[src/rtl/vga_timing_gen.sv]
// rtl/vga_timing_gen.sv - VGA-style raster timing generator with clock-enable pixel strobe
module vga_timing_gen #(
    parameter int H_DISPLAY = 640,
    parameter int H_FRONT   = 16,
    parameter int H_SYNC    = 96,
    parameter int H_BACK    = 48,
    parameter int V_DISPLAY = 480,
    parameter int V_FRONT   = 10,
    parameter int V_SYNC    = 2,
    parameter int V_BACK    = 33,
    parameter int H_POL     = 0,
    parameter int V_POL     = 0,
    parameter int CLK_DIV   = 4,
    parameter int CW        = 10,
    parameter int FCW       = 16
) (
    input  logic           clk,
    input  logic           reset_n,
    input  logic           enable,
    output logic           pix_ce,
    output logic [CW-1:0]  hpos,
    output logic [CW-1:0]  vpos,
    output logic           hsync,
    output logic           vsync,
    output logic           display_on,
    output logic           line_start,
    output logic           frame_start,
    output logic [FCW-1:0] frame_count,
    output logic           running
);

    // Last pixel column / last line of the full raster (visible + blanking).
    localparam int H_MAX = H_DISPLAY + H_FRONT + H_SYNC + H_BACK - 1;
    localparam int V_MAX = V_DISPLAY + V_FRONT + V_SYNC + V_BACK - 1;

    // Divider needs at least one bit even when every clk is a pixel.
    localparam int DW = (CLK_DIV > 1) ? $clog2(CLK_DIV) : 1;

    // Refuse to build with a zero divider or a raster that overflows the counters.
    if (CLK_DIV < 1) begin : g_bad_clk_div
        $error("vga_timing_gen: CLK_DIV must be at least 1");
    end
    if (longint'(H_MAX) >= (longint'(1) << CW)) begin : g_bad_h_max
        $error("vga_timing_gen: H_MAX does not fit in CW bits");
    end
    if (longint'(V_MAX) >= (longint'(1) << CW)) begin : g_bad_v_max
        $error("vga_timing_gen: V_MAX does not fit in CW bits");
    end

    localparam logic [DW-1:0] DIV_LAST  = DW'(CLK_DIV - 1);
    localparam logic [CW-1:0] H_MAX_C   = CW'(H_MAX);
    localparam logic [CW-1:0] V_MAX_C   = CW'(V_MAX);
    localparam logic [CW-1:0] H_DISP_C  = CW'(H_DISPLAY);
    localparam logic [CW-1:0] V_DISP_C  = CW'(V_DISPLAY);
    localparam logic [CW-1:0] HS_FIRST  = CW'(H_DISPLAY + H_FRONT);
    localparam logic [CW-1:0] HS_LAST   = CW'(H_DISPLAY + H_FRONT + H_SYNC - 1);
    localparam logic [CW-1:0] VS_FIRST  = CW'(V_DISPLAY + V_FRONT);
    localparam logic [CW-1:0] VS_LAST   = CW'(V_DISPLAY + V_FRONT + V_SYNC - 1);
    localparam logic          H_ACT_LVL = (H_POL != 0);
    localparam logic          V_ACT_LVL = (V_POL != 0);

    // DRAIN keeps scanning after enable drops so the current frame always completes.
    typedef enum logic [1:0] {
        S_IDLE  = 2'd0,
        S_RUN   = 2'd1,
        S_DRAIN = 2'd2
    } state_t;

    state_t         r_state;
    state_t         w_state_nxt;
    logic [DW-1:0]  r_div;
    logic [CW-1:0]  r_hpos;
    logic [CW-1:0]  r_vpos;
    logic [FCW-1:0] r_fcnt;

    logic w_running;
    logic w_pix_ce;
    logic w_h_last;
    logic w_v_last;
    logic w_eof;
    logic w_h_vis;
    logic w_v_vis;
    logic w_hs_act;
    logic w_vs_act;

    // Everything below is decoded from registers only, so enable never reaches the outputs combinationally.
    assign w_running = (r_state != S_IDLE);
    assign w_pix_ce  = w_running && (r_div == DIV_LAST);
    assign w_h_last  = (r_hpos == H_MAX_C);
    assign w_v_last  = (r_vpos == V_MAX_C);
    assign w_eof     = w_pix_ce && w_h_last && w_v_last;
    assign w_h_vis   = (r_hpos < H_DISP_C);
    assign w_v_vis   = (r_vpos < V_DISP_C);
    assign w_hs_act  = (r_hpos >= HS_FIRST) && (r_hpos <= HS_LAST);
    assign w_vs_act  = (r_vpos >= VS_FIRST) && (r_vpos <= VS_LAST);

    // State register.
    always_ff @(posedge clk or negedge reset_n) begin
        if (!reset_n) begin
            r_state <= S_IDLE;
        end else begin
            r_state <= w_state_nxt;
        end
    end

    // Next-state logic: re-enabling during DRAIN resumes seamlessly without restarting the frame.
    always_comb begin
        w_state_nxt = r_state;
        case (r_state)
            S_IDLE: begin
                if (enable) begin
                    w_state_nxt = S_RUN;
                end
            end
            S_RUN: begin
                if (!enable) begin
                    w_state_nxt = S_DRAIN;
                end
            end
            S_DRAIN: begin
                if (enable) begin
                    w_state_nxt = S_RUN;
                end else if (w_eof) begin
                    w_state_nxt = S_IDLE;
                end
            end
            default: begin
                w_state_nxt = S_IDLE;
            end
        endcase
    end

    // Pixel divider: free-runs 0..CLK_DIV-1 while scanning, parked at 0 when idle.
    always_ff @(posedge clk or negedge reset_n) begin
        if (!reset_n) begin
            r_div <= '0;
        end else if (!w_running || w_pix_ce) begin
            r_div <= '0;
        end else begin
            r_div <= r_div + DW'(1);
        end
    end

    // Raster position: advances one pixel per strobe; the end-of-frame wrap leaves (0,0) for the next run.
    always_ff @(posedge clk or negedge reset_n) begin
        if (!reset_n) begin
            r_hpos <= '0;
            r_vpos <= '0;
        end else if (!w_running) begin
            r_hpos <= '0;
            r_vpos <= '0;
        end else if (w_pix_ce) begin
            if (w_h_last) begin
                r_hpos <= '0;
                r_vpos <= w_v_last ? '0 : r_vpos + CW'(1);
            end else begin
                r_hpos <= r_hpos + CW'(1);
            end
        end
    end

    // Completed-frame counter; survives trips through IDLE and only clears on reset.
    always_ff @(posedge clk or negedge reset_n) begin
        if (!reset_n) begin
            r_fcnt <= '0;
        end else if (w_eof) begin
            r_fcnt <= r_fcnt + FCW'(1);
        end
    end

    assign running     = w_running;
    assign pix_ce      = w_pix_ce;
    assign hpos        = r_hpos;
    assign vpos        = r_vpos;
    assign hsync       = (w_running && w_hs_act) ? H_ACT_LVL : ~H_ACT_LVL;
    assign vsync       = (w_running && w_vs_act) ? V_ACT_LVL : ~V_ACT_LVL;
    assign display_on  = w_running && w_h_vis && w_v_vis;
    assign line_start  = w_pix_ce && (r_hpos == '0);
    assign frame_start = w_pix_ce && (r_hpos == '0) && (r_vpos == '0);
    assign frame_count = r_fcnt;

endmodule

[config.mk]
export PLATFORM = sky130hd
export DESIGN_NAME = vga_timing_gen
export DESIGN_NICKNAME = d
export VERILOG_FILES = /design/src/rtl/vga_timing_gen.sv
export SDC_FILE = /design/constraint.sdc
export NUM_CORES = 1
export LEC_CHECK = 0
export CELL_PAD_IN_SITES_DETAIL_PLACEMENT = 1
export CELL_PAD_IN_SITES_GLOBAL_PLACEMENT = 1
export CORE_ASPECT_RATIO = 1.2
export CORE_MARGIN = 2
export CORE_UTILIZATION = 25
export CTS_CLUSTER_DIAMETER = 120
export DETAILED_ROUTE_END_ITERATION = 10
export GPL_ROUTABILITY_DRIVEN = 0
export MAX_ROUTING_LAYER = met4
export PLACE_DENSITY_LB_ADDON = 0.1
export SYNTH_ARGS = -nofsm -noshare
export SYNTH_HDL_FRONTEND = slang
export SYNTH_SLANG_ARGS = --single-unit
[constraint.sdc]
create_clock -name clk -period 1.9 [get_ports clk]
set_input_delay 0.38 -clock clk [delete_from_list [all_inputs] [get_ports clk]]
set_output_delay 0.38 -clock clk [all_outputs]
set_load 0.01 [all_outputs]
==> results of run 1 <==
## cell type report
type	count	area, µm²
fillers	946	4520
multi-input cells	172	1330
repair buffers	117	1040
flip-flops and latches	40	1000
well taps	114	143
clock buffers	5	68.8
clock inverters	3	47.5
inverters	10	38.8
## synth_stat cells
cell      number  area share, %
or4b_4         1           0.65
or3_4          1           0.53
nand2b_1       3           0.89
or3_1          1           0.30
xnor2_1        6            2.5
nand2_1       23            4.1
buf_6          1           0.53
or2_2          1           0.30
clkbuf_1       3           0.53
or4_1          2           0.71
a21o_1         1           0.35
and3_1         7            2.1
a21boi_0       1           0.35
clkinv_1       1           0.18
nor4b_1        2           0.83
nor2_1        36            6.4
mux2i_1        1           0.47
nand3_1       14            3.3
inv_1          9            1.6
dfrtp_1       40             47
o21bai_1       1           0.35
and2_1         2           0.59
nor4_4         1            1.0
xor2_1        20            8.3
o21ai_0       10            2.4
buf_2          1           0.24
ha_1           6            3.5
nor4_1         2           0.59
o311ai_0       1           0.41
and4b_1        1           0.47
o211ai_1       1           0.35
mux2_2         2            1.1
nor3_1         7            1.7
nand4_1       10            3.0
o31ai_1        1           0.35
a22o_1         2           0.83
a21oi_1        5            1.2
## cells by family (layout without fill, tap and decap cells)
| kind of cell | Yosys count | in the layout | share of synthesized area [%] |
|---|---|---|---|
| mux | 3 | 3 | 1.54 |
| compound gates | 23 | 23 | 6.56 |
| fa+ha+maj | 6 | 6 | 3.54 |
| buf+inv | 15 | 135 | 3.07 |
| xor+xnor | 26 | 26 | 10.8 |
| flops | 40 | 40 | 47.3 |
| simple gates | 114 | 114 | 27.3 |
## through the flow
stage | worst slack [ns] | area [µm²] | util [%] | setup TNS, ns | std cells
global route | -0.232 | 3670 | 44.8 | -4.27 | 461
floorplan | -0.216 | 2150 | - | -2.55 | 227
finish | -0.155 | 3670 | 44.8 | -1.11 | 461
global placement | -0.274 | 3110 | 37.9 | -2.00 | 434
CTS | -0.160 | 3470 | 42.3 | -1.46 | 450
detailed placement | -0.287 | 3110 | 37.9 | -2.47 | 434
## how the worst max path moves through the flow
| stage | startpoint | endpoint | slack (ns) | depth (start not counted) |
|---|---|---|---|---|
| after global placement | vpos[7]$_DFFE_PN0P_ | display_on | -0.27 | 5 |
| after detailed placement | vpos[7]$_DFFE_PN0P_ | display_on | -0.29 | 5 |
| after global routing | hpos[5]$_DFFE_PN0P_ | frame_count[12]$_DFFE_PN0P_ | -0.23 | 6 |
| after CTS | vpos[4]$_DFFE_PN0P_ | frame_start | -0.16 | 4 |
| after floorplan | hpos[6]$_DFFE_PN0P_ | vpos[4]$_DFFE_PN0P_ | -0.22 | 5 |
| final | vpos[7]$_DFFE_PN0P_ | frame_start | -0.15 | 4 |
## timing repair
action	in CTS	in global routing
gates cloned	1	0
pin swaps	19	19
setup endpoints to repair	33	41
setup buffers	7	11
gates resized for setup	76	33
## routing by layer
| layer | global-route usage [%] | vias to the layer above | wire length, µm |
|---|---|---|---|
| met5 | - | - | 0 |
| met3 | 2.61 | 4 | 154 |
| met2 | 26.6 | 28 | 3520 |
| met4 | 3.90 | 0 | 78 |
| met1 | 20.2 | 1041 | 2940 |
| li1 | - | 1019 | - |
## registers in the layout (all words and copies together) (netlist names)
name and flops:
vpos 10, frame_count 16, r_div 2, r_state 2, hpos 10
## power by group through the flow
stage	clock network, mW	logic, mW	registers [mW]
after floorplan	0	0.106	0.920
after global placement	0	0.310	0.907
after detailed placement	0	0.307	0.909
after CTS	0.758	0.361	0.895
after global routing	0.791	0.439	0.899
final	0.734	0.398	0.895
## worst register-to-register path: cells and delay by family (launching register included)
family,cells,cell delay [ns]
and+or+nand+nor,3,1.45
DFF,1,0.39
AOI/OAI and AO/OA,1,0.13
==> out/results.md, run 1 <==
Clock network
• **maximum level of the CTS H-tree** 2
• **clock-pin slew on the worst setup and hold paths** 0.09 ns
• **maximum buffer depth of the clock tree** 2
• **number of buffers inserted by hold repair at cts** 0
• **clock tree from TritonCTS** done
• **cts bufs inserted** 5
• **CTS sink cnt** 40
• **cell at the root of the clock tree** clkbuf_8
• **clock latency on the worst-skew pair** 0.30 ns

Worst setup path
• **CP arrival** 1.67 ns
• **classification of the worst setup path** reg2out
• **CP peak stage delay** 0.55 ns
• **startpoint of the worst register-to-register path** hpos[5]$_DFFE_PN0P_
• **category of the worst setup path capture point** output pin
• **internal reg-to-reg setup slack** -0.13 ns
• **cell type group with the largest total delay on the critical path** simple AND/OR/NAND/NOR gates
• **list of cells traversed by the critical path** or4_4, nor2_4, and3_4, buf_6
• **number of cells on the worst reg-to-reg path** 4
• **startpoint type of the worst setup path** register
• **CP max-delay cell** or4_4
• **endpoint of the worst-slack reg-to-reg timing path** vpos[4]$_DFFE_PN0P_
• **required arrival time at the worst endpoint** 1.52 ns
• **Max Fanout on Critical Path** 2
• **number of buffer and inverter instances along the worst setup path** 1

Flow run
• **Max Cap Viol** 0

Timing
• **Max Clock Freq** 0.487 GHz
• **Final Hold Viols** 0
• **Worst Hold Slack** 0.0453 ns
• **Final Skew** 0.0100 ns
• **headroom to the max-slew limit** 65.2%
• **final period utilization** 108%
• **total of endpoints with negative setup slack in the final report** 22
• **Final Worst Setup Slack** -0.155 ns
• **slew at the pin closest to its max-slew limit** 0.521 ns
• **post-layout minimum cycle time** 2.05 ns
• **unrepaired setup endpoints after global routing** true
• **Pins Over Slew Limit** 0

Power and ir drop
• **clock group share of total power** 36.2%
• **power share of the sequential group** 44.1%
• **proportion of total power due to net switching** 27.0%
• **Combinational Power Share** 19.6%
• **switching pwr** 547 µW
• **worst vdd ir** 363 µV
• **Design Power** 2.03 mW
• **internal cell power** 1.48 mW
• **reported leakage power** 1.67 nW
• **ratio of total power to cell area** 552 mW/mm²

GRT
• **number of global-route vias before repair** 2,218
• **largest net degree at the start of global routing** 22
• **global-route wire length before repair** 11,300 µm
• **initial antenna violation count** 0
• **overall routing resource usage** 16.0%
• **global route overflow** 0

Yosys
• **YS warnings** 0
• **Avg Cell Area, Syn** 9.33 µm²
• **post-synthesis cell area** 0.00212 mm²
• **post-synth net total** 236
• **portion of the post-synthesis area used by sequential elements** 47.3%
• **flop and latch count out of synthesis** 40
• **cells after synthesis** 227
• **synth unique cells** 37

Floorplan
• **Die Area** 0.00923 mm²
• **starting density of the core** 25.8%
• **horizontal die dimension** 88.0 µm
• **core area** 0.00820 mm²
• **I/O Pins** 46
• **overall die height** 105 µm
• **number of placement rows** 36

Status
• **violations in the final reports** setup timing
• **status** complete, but fails checks

Layout
• **leading cell type in the layout, fill and taps excluded** buf_4
• **Antenna Cells** 0
• **share of final-layout standard cells stronger than drive strength 1** 40.3%
• **synth-to-layout area growth** 73.4%
• **top library cells by usage in the layout, fill and taps aside** 57 x buf_4, 40 x dfrtp_1, 37 x clkdlybuf4s50_1, 22 x nor2_1, 20 x xor2_1
• **number of nets in the layout** 355

Detailed routing
• **average wire per cell in the routed design** 14.5 µm
• **number of design-rule violations left by the first detailed-router iteration** 53
• **Final ANT Viol Nets** 0
• **average vias per placed instance** 4.54
• **total vias in the final route** 2,092
• **DRT Pass-1 Iters** 4
• **DRC** 0
• **routed wire length** 6690 µm

Place
• **estimated wirelength of the detail-placed design** 4900 µm
• **buffers added on ports** 45

Min path
• **class of the tightest hold or removal check** in2async

Note: power is estimated with default switching activity, not from simulation.
==> run 2: changes to the inputs <==
CORE_MARGIN = 1.5   (was 2)
==> out/results.md, run 2 (same netlist as run 1, synthesis figures left out) <==
Flow run
• **Max Cap Viol** 0, unchanged

Timing
• **Max Clock Freq** 0.474 GHz, -2.6%
• **Total Neg Setup Slack** -1.11 ns, -0.00247 ns
• **final period utilization** 111%, +2.9 points
• **post-layout minimum cycle time** 2.11 ns, +0.0548 ns
• **total of endpoints with negative setup slack in the final report** 15, -32%
• **headroom to the max-slew limit** 68.4%, +3.2 points
• **Final Hold Viols** 0, unchanged
• **slew at the pin closest to its max-slew limit** 0.474 ns, -0.0476 ns
• **Final Worst Setup Slack** -0.210 ns, -0.0548 ns
• **Pins Over Slew Limit** 0, unchanged
• **unrepaired setup endpoints after global routing** true
• **Final Skew** 0.00768 ns, -0.00234 ns
• **Worst Hold Slack** 0.0179 ns, -0.0274 ns

Clock network
• **number of buffers inserted by hold repair at cts** 0, unchanged
• **CTS sink cnt** 40, unchanged
• **clock tree from TritonCTS** done
• **cell at the root of the clock tree** clkbuf_8
• **maximum level of the CTS H-tree** 2, unchanged
• **cts bufs inserted** 5, unchanged
• **maximum buffer depth of the clock tree** 2, unchanged
• **clock latency on the worst-skew pair** 0.31 ns, about the same
• **clock-pin slew on the worst setup and hold paths** 0.09 ns, about the same

Worst setup path
• **list of cells traversed by the critical path** inv_2, ha_4, nand4_1, nor4_2, buf_4, and3_4, buf_6
• **classification of the worst setup path** reg2out
• **required arrival time at the worst endpoint** 1.52 ns, about the same
• **number of cells on the worst reg-to-reg path** 4, unchanged
• **stages on the worst setup path** 7, +3
• **CP arrival** 1.73 ns, +0.06 ns
• **Max Fanout on Critical Path** 2, unchanged
• **category of the worst setup path capture point** output pin
• **CP max-delay cell** dfrtp_1
• **CP peak stage delay** 0.40 ns, -0.15 ns
• **startpoint type of the worst setup path** register
• **cell type group with the largest total delay on the critical path** simple AND/OR/NAND/NOR gates
• **number of buffer and inverter instances along the worst setup path** 3, +2

Detailed routing
• **routed wire length** 6670 µm, -0.33%
• **DRT Pass-1 Iters** 4, unchanged
• **total vias in the final route** 2,072, -0.96%
• **DRC** 0, unchanged
• **number of design-rule violations left by the first detailed-router iteration** 50, -5.7%
• **average vias per placed instance** 4.54, +0.13%
• **average wire per cell in the routed design** 14.6 µm, +0.76%
• **Final ANT Viol Nets** 0, unchanged

GRT
• **global-route wire length before repair** 11,400 µm, +0.98%
• **largest net degree at the start of global routing** 25, +14%
• **global route overflow** 0, unchanged
• **number of global-route vias before repair** 2,264, +2.1%
• **overall routing resource usage** 16.5%, +0.49 points
• **initial antenna violation count** 0, unchanged

Floorplan
• **horizontal die dimension** 87.0 µm, -1.1%
• **core area** 0.00815 mm², -0.55%
• **overall die height** 104 µm, -0.95%
• **starting density of the core** 26.0%, +0.14 points
• **I/O Pins** 46, unchanged
• **Die Area** 0.00904 mm², -2.1%
• **number of placement rows** 36, unchanged

Power and ir drop
• **ratio of total power to cell area** 583 mW/mm², +5.6%
• **reported leakage power** 1.65 nW, -1.3%
• **worst vdd ir** 332 µV, -8.4%
• **Design Power** 2.03 mW, +0.31%

Place
• **estimated wirelength of the detail-placed design** 4850 µm, -0.96%
• **Placed Instances** 433, -0.23%
• **buffers added on ports** 45, unchanged

Layout
• **fill cell count** 953, +0.74%
• **Antenna Cells** 0, unchanged
• **number of nets in the layout** 350, -1.4%
• **leading cell type in the layout, fill and taps excluded** buf_4
• **Final Instance Count excl. Fillers** 456, -1.1%
• **flip-flop count of the largest register, all copies and words added** 16, unchanged
• **synth-to-layout area growth** 64.8%
• **share of final-layout standard cells stronger than drive strength 1** 36.3%, -4.1 points
• **top library cells by usage in the layout, fill and taps aside** 62 x buf_4, 39 x dfrtp_1, 36 x clkdlybuf4s50_1, 26 x nor2_1, 20 x xor2_1

Status
• **violations in the final reports** setup timing
• **status** complete, but fails checks

Min path
• **class of the tightest hold or removal check** in2async

run 2: cell types whose count changed in the layout (fill, tap and decap cells not counted), moves of 4 or more:
| cell | previous run | this run |
|---|---|---|
| nor2_2 | 4 | 9 |
| nor2_1 | 22 | 26 |
| buf_4 | 57 | 62 |
| nor2_4 | 10 | 1 |
| buf_6 | 14 | 5 |
run 2: what timing repair did:
item | in CTS | in global routing
pin swaps | 16 | 7
gates resized for setup | 49 | 20
buffers inserted | 6 | 9
endpoints found under the setup margin | 31 | 39
endpoints found under the hold margin | 0 | 0
run 2: metrics by stage:
| stage | setup WS [ns] | cell area [µm²] | util (%) |
|---|---|---|---|
| 2_1_floorplan | -0.216 | 2150 | - |
| 3_3_place_gp | -0.270 | 3110 | 38.2 |
| 3_5_place_dp | -0.327 | 3110 | 38.2 |
| 4_1_cts | -0.151 | 3340 | 41.0 |
| 5_1_grt | -0.294 | 3490 | 42.8 |
| 6_report | -0.210 | 3490 | 42.8 |
run 2: layout make-up:
class	instances	area (µm²)	area share [%]
Tap cell	114	143	4.09
Inverter	10	38.8	1.11
Clock buffer	5	68.8	1.97
Sequential cell	40	1000	28.7
Clock inverter	3	46.3	1.33
Timing Repair Buffer	112	968	27.7
Multi-Input combinational cell	172	1220	35.1
run 2: path summary, 6_finish.rpt:
kind / endpoint / start / slack, ns
setup / recovery: frame_start / hpos[0]$_DFFE_PN0P_ / -0.21
hold reg to reg: frame_count[15]$_DFFE_PN0P_ / frame_count[15]$_DFFE_PN0P_ / 0.47
hold / removal: vpos[9]$_DFFE_PN0P_ / reset_n / 0.02
min in group clk: frame_count[15]$_DFFE_PN0P_ / frame_count[15]$_DFFE_PN0P_ / 0.47
setup reg to reg: vpos[4]$_DFFE_PN0P_ / hpos[7]$_DFFE_PN0P_ / -0.15
max in group asynchronous: r_state[1]$_DFFE_PN0P_ / reset_n / 1.39
run 2: layer usage:
| metal | vias to the layer above | part of all wire, % | global-route usage, % | routed length (µm) |
|---|---|---|---|---|
| li1 | 1009 | - | - | - |
| met1 | 1026 | 43 | 20.4 | 2840 |
| met2 | 30 | 54 | 27.5 | 3570 |
| met3 | 7 | 2.6 | 2.47 | 171 |
| met4 | 0 | 1.3 | 4.84 | 89 |
| met5 | - | 0 | - | 0 |
run 2: report_power, final:
part | internal, mW | switching [mW]
logic | 0.193 | 0.183
registers | 0.879 | 0.0241
clock network | 0.396 | 0.359
